<file path="src/rtl/param_shift_register.sv">
// Parametrised shift register with five shift modes and an automatic N-step
// sequencer (Start/Busy/Done). Optional Abort input under PARAM_SHREG_ABORT_EN.
module param_shift_register #(
  parameter int WIDTH = 8,
  parameter int CNT_W = $clog2(WIDTH + 1)
) (
  input  logic             Clk,
  input  logic             Reset_n,
  input  logic             Load,
  input  logic [WIDTH-1:0] D,
  input  logic             Shift_En,
  input  logic             Start,
  input  logic [CNT_W-1:0] Count,
  input  logic [2:0]       Mode,
  input  logic             Shift_In,
`ifdef PARAM_SHREG_ABORT_EN
  input  logic             Abort,
`endif
  output logic [WIDTH-1:0] Data_Out,
  output logic             Shift_Out,
  output logic             Busy,
  output logic             Done
);

  typedef enum logic [1:0] {
    S_IDLE,
    S_SHIFT,
    S_FINISH
  } state_e;

  state_e             state_q, state_d;
  logic [WIDTH-1:0]   data_q, data_d;
  logic               sout_q, sout_d;
  logic [2:0]         mode_q, mode_d;
  logic [CNT_W-1:0]   cnt_q, cnt_d;
  logic [CNT_W-1:0]   cnt_clamped;
  logic [WIDTH:0]     live_step;
  logic [WIDTH:0]     seq_step;

  // Returns {bit shifted out, new register value}; modes 101-111 fall to logical right.
  function automatic logic [WIDTH:0] shift_step(input logic [2:0]       md,
                                                input logic [WIDTH-1:0] d,
                                                input logic             sin);
    case (md)
      3'b001:  shift_step = {d[WIDTH-1], d[WIDTH-2:0], sin};
      3'b010:  shift_step = {d[0], d[0], d[WIDTH-1:1]};
      3'b011:  shift_step = {d[WIDTH-1], d[WIDTH-2:0], d[WIDTH-1]};
      3'b100:  shift_step = {d[0], d[WIDTH-1], d[WIDTH-1:1]};
      default: shift_step = {d[0], sin, d[WIDTH-1:1]};
    endcase
  endfunction

  assign live_step   = shift_step(Mode, data_q, Shift_In);
  assign seq_step    = shift_step(mode_q, data_q, Shift_In);
  assign cnt_clamped = (Count > CNT_W'(WIDTH)) ? CNT_W'(WIDTH) : Count;

  always_comb begin
    // NOTE: every signal gets a default first so no path leaves it unassigned and infers a latch.
    state_d = state_q;
    data_d  = data_q;
    sout_d  = sout_q;
    mode_d  = mode_q;
    cnt_d   = cnt_q;

    case (state_q)
      S_IDLE: begin
        if (Start) begin
          mode_d  = Mode;
          cnt_d   = cnt_clamped;
          state_d = (cnt_clamped == '0) ? S_FINISH : S_SHIFT;
        end else if (Load) begin
          data_d = D;
        end else if (Shift_En) begin
          {sout_d, data_d} = live_step;
        end
      end

      S_SHIFT: begin
`ifdef PARAM_SHREG_ABORT_EN
        if (Abort) begin
          cnt_d   = '0;
          state_d = S_IDLE;
        end else
`endif
        begin
          {sout_d, data_d} = seq_step;
          cnt_d            = cnt_q - CNT_W'(1);
          if (cnt_q == CNT_W'(1)) state_d = S_FINISH;
        end
      end

      S_FINISH: state_d = S_IDLE;

      default:  state_d = S_IDLE;
    endcase
  end

  // NOTE: sequential state uses non-blocking assignments so all flops update together at the edge.
  always_ff @(posedge Clk or negedge Reset_n) begin
    if (!Reset_n) begin
      state_q <= S_IDLE;
      data_q  <= '0;
      sout_q  <= 1'b0;
      mode_q  <= 3'b000;
      cnt_q   <= '0;
    end else begin
      state_q <= state_d;
      data_q  <= data_d;
      sout_q  <= sout_d;
      mode_q  <= mode_d;
      cnt_q   <= cnt_d;
    end
  end

  assign Data_Out  = data_q;
  assign Shift_Out = sout_q;
  assign Busy      = (state_q == S_SHIFT);
  assign Done      = (state_q == S_FINISH);

endmodule

</file>
<file path="config.mk">
export PLATFORM = sky130hd
export DESIGN_NAME = param_shift_register
export DESIGN_NICKNAME = d
export VERILOG_FILES = /design/src/rtl/param_shift_register.sv
export SDC_FILE = /design/constraint.sdc
export NUM_CORES = 1
export LEC_CHECK = 0
export BUFFER_PORTS_ARGS = -buffer_cell sky130_fd_sc_hd__buf_2
export CORE_MARGIN = 2
export CORE_UTILIZATION = 35
export DETAILED_ROUTE_END_ITERATION = 8
export GPL_TIMING_DRIVEN = 0
export HOLD_SLACK_MARGIN = 0.12
export SYNTH_ARGS = -nofsm -noshare
export SYNTH_HDL_FRONTEND = slang
export SYNTH_SLANG_ARGS = --single-unit
</file>
<file path="constraint.sdc">
create_clock -name Clk -period 2.1 [get_ports Clk]
set_input_delay 0.42 -clock Clk [delete_from_list [all_inputs] [get_ports Clk]]
set_output_delay 0.42 -clock Clk [all_outputs]
set_load 0.02 [all_outputs]
</file>
Word level (Yosys, flattened, before mapping)
Index checks and enable logic that the tools add are counted.
W data, S select, Z words.

word-level totals
  register bits = 18
  output and inout port bits = 11
  logic and storage cells = 53

cells by class
  add/sub/neg operators = 1
  order comparisons = 1
  equality and inequality tests = 19
  muxes and demuxes = 17
  reductions and logical operators = 9

operators by type and width
  kind                   count
  $pmux W9 S4            2
  $mux W8                3
  $pmux W8 S2            1
  $eq A3 B2 Y1 const B   4
  $ne A2 B2 Y1 const B   5
  $mux W4                2
  $pmux W4 S2            1
  $eq A3 B1 Y1 const B   2
  $eq A3 B3 Y1 const B   2
  $mux W2                3
  $ne A3 B3 Y1 const B   2
  $reduce_and A2 Y1      3
  $reduce_and A5 Y1      1
  $eq A4 B1 Y1 const B   1
  $gt A4 B4 Y1 const B   1
  $logic_not A4 Y1       1
  $pmux W2 S2            1
  $reduce_and A4 Y1      1
  $sub A4 B1 Y4 const B  1
  $mux W1                3
  $reduce_and A3 Y1      1
  $eq A2 B1 Y1 const B   1
  $eq A2 B2 Y1 const B   1
  $logic_not A2 Y1       1
  3 further kinds        3

Longest topological paths before layout
  word-level depth = 6
  mapped depth = 5
  depth with buffers taken out = 5

Least setup slack after synthesis
Ideal clock, no wire load.

  path kind = flip-flop to flip-flop
  start point = register data_q[0] (netlist: Data_Out[0])
  end point = register data_q[7] (netlist: Data_Out[7])
  library setup time = 0.132 ns
  arrival = 1.315 ns
  required time = 1.968 ns
  path slack = 0.653 ns
  cell stages (with the launch flop) = 5
  period minus slack after synthesis = 1.447 ns
  cells stage by stage = dfrtp_1 o21a_1 a211o_1 a221oi_1 o41ai_2

between the ends
  longest elaborated chain between the ends = 5
  elaborated cells on any way between the ends = 6
  those cells by class = mux: 6

RTL lines
  item                      RTL line  text
  start: declaration        32        logic [WIDTH-1:0] data_q, data_d;
  start signal: assignment  108       data_q <= data_d;
  $pmux W9 S4               44        case (md)
  $mux W8                   73        end else if (Shift_En) begin
  $mux W8                   71        end else if (Load) begin
  $mux W8                   67        if (Start) begin
  $pmux W8 S2 *             65        case (state_q)

Mark *: on every way between the ends. The rest lies on a longest branch, timed or not. The select of a mux whose other input is x is not followed.
A chain may end at the register's enable or synchronous reset.

Worst setup path after layout
  start point = register state_q[1]
  end point = output port Done

between the ends
  longest elaborated chain between the ends = 1

RTL lines
  item                      RTL line  text
  start: declaration        31        state_e state_q, state_d;
  start signal: assignment  107       state_q <= state_d;
  $eq A2 B2 Y1              118       assign Done = (state_q == S_FINISH);
  end: declaration          22        output logic Done

No other way between the ends.

==> flow_results.xml <==
<?xml version="1.0" encoding="UTF-8"?>
<metrics>
  <group name="cts">
    <metric name="postCtsSetupBuffers" unit="">0</metric>
    <metric name="clock-root-buffer" unit="">sky130_fd_sc_hd__clkbuf_8</metric>
    <metric name="clkSinkCount" unit="">18</metric>
    <metric name="post_cts_hold_buffer_count" unit="">1</metric>
    <metric name="cts_inserted_buffers" unit="">3</metric>
    <metric name="postCtsResizedCells" unit="">0</metric>
    <metric name="path_clk_slew" unit="ns">0.07</metric>
    <metric name="clock_path_buffers" unit="">2</metric>
    <metric name="h-tree-depth" unit="">1</metric>
    <metric name="tritoncts" unit="">done</metric>
    <metric name="worst_skew_pair.late_latency" unit="ns">0.26</metric>
  </group>
  <group name="final_layout">
    <metric name="antenna_cells_inserted" unit="">0</metric>
    <metric name="stdcell_area" unit="µm²">1570</metric>
    <metric name="final_nets" unit="">200</metric>
    <metric name="nFillCells" unit="">355</metric>
    <metric name="final_cells" unit="">224</metric>
    <metric name="layout-drive-gt1-share" unit="">0.278</metric>
    <metric name="area.growth.synth_to_final" unit="%">21.7</metric>
  </group>
  <group name="place">
    <metric name="port_buffers" unit="">31</metric>
    <metric name="post-place-cells" unit="">219</metric>
    <metric name="placedInstanceArea" unit="µm²">1500</metric>
    <metric name="dp_hpwl" unit="µm">2450</metric>
    <metric name="gp_congestion" unit="">0.786</metric>
  </group>
  <group name="timing">
    <metric name="final-max-slew-violation-count" unit="">0</metric>
    <metric name="relSlewSlack" unit="">0.677</metric>
    <metric name="least_margin_pin_slew" unit="ns">0.481</metric>
    <metric name="setup_viol" unit="">0</metric>
    <metric name="period_minus_slack" unit="ns">1.73</metric>
    <metric name="setup_tns_after_final_layout" unit="ns">0</metric>
    <metric name="hold_viol_final" unit="">0</metric>
    <metric name="final.period_utilization" unit="">0.823</metric>
    <metric name="max_freq" unit="MHz">579</metric>
    <metric name="grt_setup_unrepaired" unit="">false</metric>
    <metric name="fin_worst_skew" unit="ns">0.00109</metric>
  </group>
  <group name="yosys">
    <metric name="syn-mean-instance-area" unit="µm²">9.21</metric>
    <metric name="synth_top_cell_by_area" unit="">sky130_fd_sc_hd__dfrtp_1</metric>
    <metric name="yosys.cell_types.count" unit="">36</metric>
    <metric name="synth_enable_flop_cells" unit="">0</metric>
    <metric name="post_synth_instance_area" unit="µm²">1290</metric>
    <metric name="async_reset_ff_frac" unit="">1.00</metric>
    <metric name="syn_inst" unit="">140</metric>
    <metric name="post_synthesis_net_count" unit="">163</metric>
    <metric name="synth.yosys.seq_area_share" unit="">0.350</metric>
    <metric name="yosys_most_used_dff" unit="">sky130_fd_sc_hd__dfrtp_1</metric>
    <metric name="synthesis.yosys.warnings" unit="">0</metric>
    <metric name="yosysTopAreaCellShare" unit="">0.350</metric>
    <metric name="synth_common_cells" unit="">sky130_fd_sc_hd__dfrtp_1 (18), sky130_fd_sc_hd__o21ai_0 (18), sky130_fd_sc_hd__mux2i_1 (17)</metric>
    <metric name="synth_seq_cells" unit="">18</metric>
    <metric name="synth.area.top_cells" unit="">sky130_fd_sc_hd__dfrtp_1 (35%), sky130_fd_sc_hd__mux2i_1 (13%), sky130_fd_sc_hd__o21ai_0 (7.0%)</metric>
  </group>
  <group name="power_and_ir_drop">
    <metric name="vdd_drop_max" unit="V">0.000459</metric>
    <metric name="total_power" unit="mW">2.40</metric>
    <metric name="power_density" unit="nW/µm²">1530</metric>
    <metric name="static-leakage-power" unit="nW">0.695</metric>
  </group>
  <group name="floorplan">
    <metric name="floorplan.die.width" unit="µm">64.7</metric>
    <metric name="placementRows" unit="">22</metric>
    <metric name="io-pin-count" unit="">32</metric>
    <metric name="floorplan.initialDensity" unit="">0.357</metric>
    <metric name="fp.dieH" unit="µm">64.7</metric>
    <metric name="coreArea" unit="µm²">3610</metric>
    <metric name="design.die.area" unit="µm²">4180</metric>
  </group>
  <group name="routing">
    <metric name="wl_per_cell" unit="µm">14.7</metric>
    <metric name="post_drt_via_cell_ratio" unit="">5.41</metric>
    <metric name="drt_drc_violations_left" unit="">0</metric>
    <metric name="totalWireLength" unit="µm">3290</metric>
    <metric name="drt_first_pass_iters" unit="">4</metric>
    <metric name="detail_route.iter0.violations" unit="">48</metric>
    <metric name="detail-route-antenna-nets" unit="">0</metric>
    <metric name="routed-via-count" unit="">1211</metric>
  </group>
  <group name="setup_path">
    <metric name="critical_path.max_stage_delay" unit="ns">0.37</metric>
    <metric name="critical_path_arrival" unit="ns">1.31</metric>
    <metric name="rr_startpoint" unit="">state_q[1]</metric>
    <metric name="endpoint_kind" unit="">primary output</metric>
    <metric name="timing.critical_path.from_type" unit="">flop</metric>
    <metric name="critPathMaxFanout" unit="">10</metric>
    <metric name="critical_path.cell_chain" unit="">clkbuf_1 -&gt; nor2b_1 -&gt; buf_2</metric>
    <metric name="crit_required" unit="ns">1.68</metric>
    <metric name="critical_path.slowest_cell" unit="">sky130_fd_sc_hd__dfrtp_1</metric>
    <metric name="worst-setup-path-type" unit="">flop to primary output</metric>
    <metric name="worstSetupStartpoint" unit="">state_q[1]</metric>
  </group>
  <group name="grt">
    <metric name="first_global_vias" unit="">1181</metric>
    <metric name="gr-usage-met1" unit="">0.220</metric>
    <metric name="grt_first_pass_wirelength" unit="µm">5720</metric>
    <metric name="grt.busiest_layer" unit="">met2</metric>
    <metric name="gr-usage-all-layers" unit="">0.174</metric>
    <metric name="antenna_violations_before_repair" unit="">0</metric>
    <metric name="grt_start_max_net_pins" unit="">19</metric>
    <metric name="use_met2" unit="">0.305</metric>
    <metric name="global_route.overflow_total" unit="">0</metric>
    <metric name="met3_usage" unit="">0.0174</metric>
  </group>
  <group name="flow_run">
    <metric name="maxCapViolations" unit="">0</metric>
  </group>
  <group name="hold_path">
    <metric name="min-delay-start" unit="">Count[1]</metric>
    <metric name="hold_path.class" unit="">input pin to flop</metric>
  </group>
  <group name="outcome">
    <metric name="run_status" unit="">finished, final reports clean</metric>
  </group>
</metrics>
[layout make-up]
| class | instances | area (µm²) | area share |
|---|---|---|---|
| timing repair buffer | 32 | 165 | 0.105 |
| inverter | 7 | 26.3 | 0.0167 |
| clock buffer | 4 | 55.1 | 0.0351 |
| sequential | 18 | 450 | 0.287 |
| tap | 48 | 60.1 | 0.0383 |
| multi-input combinational | 107 | 777 | 0.495 |
| buffer | 8 | 35.0 | 0.0223 |
[worst paths after layout]
path                               end  slack (ns)  cells past startpoint
max                               Done        0.37                      3
min                         state_q[1]        0.46                      4
max reg2reg                  mode_q[0]        0.50                      3
min reg2reg                  Shift_Out        0.51                      2
max in group asynchronous  Data_Out[3]        1.16                      2
min in group asynchronous    mode_q[2]        0.64                      2
[worst max-delay path, delay by kind of cell (launching register included)]
kind,cells,cell delay [ns]
buf+inv,2,0.50
simple gates,1,0.17
flops,1,0.37
[cell families after synthesis]
| logic type | synth area share |
|---|---|
| buffers and inverters | 0.0476 |
| and+or+nand+nor | 0.119 |
| adders and majority gates | 0.0194 |
| DFF | 0.350 |
| muxes | 0.184 |
| AOI/OAI and AO/OA | 0.280 |
[flip-flops by register name, summed over array words and instances, names as in the netlist]
register,cells
mode_q,3
Data_Out,8
cnt_q,4
Shift_Out,1
state_q,2
[placed cells by master, fill, tap and decap left out, drive strengths merged]
cell type and instances:
a32oi 1, o21bai 1, nand3 1, nor2b 5, ha 2, or3 2
a221oi 3, nand2 7, nor4bb 1, buf 35, dfrtp 18, nor3b 1
o311a 1, a31o 1, o2bb2a 1, o21a 2, o22a 6, a21oi 11
a211oi 1, a211o 1, mux2i 17, a31oi 3, o21ai 19, nand2b 2
clkbuf 8, nor4 2, inv 7, o31ai 1, o41ai 1, nor3 4
o22ai 1, dlygate4sd3 1, nor2 3, mux2 6
[power breakdown]
group | total, mW | switching, mW | internal (mW) | leakage [nW]
Combinational | 1.35 | 0.735 | 0.613 | 0.453
Clock | 0.295 | 0.128 | 0.167 | 0.0288
Sequential | 0.753 | 0.224 | 0.528 | 0.213
Total | 2.40 | 1.09 | 1.31 | 0.695
[per-layer routing]
metal | vias to the layer above | routed length [µm]
met4 | 0 | 58
met5 | - | 0
met2 | 21 | 1650
met3 | 5 | 112
li1 | 602 | -
met1 | 583 | 1460
[metrics by stage]
stage / hold slack, ns / utilization / setup slack (ns)
after floorplan: 0.124 / - / 0.653
after global placement: 0.389 / 0.417 / 0.441
after detailed placement: 0.386 / 0.417 / 0.413
after CTS: 0.461 / 0.435 / 0.372
after global routing: 0.478 / 0.435 / 0.295
final: 0.461 / 0.435 / 0.372
Power figures use the tool's default switching activity.
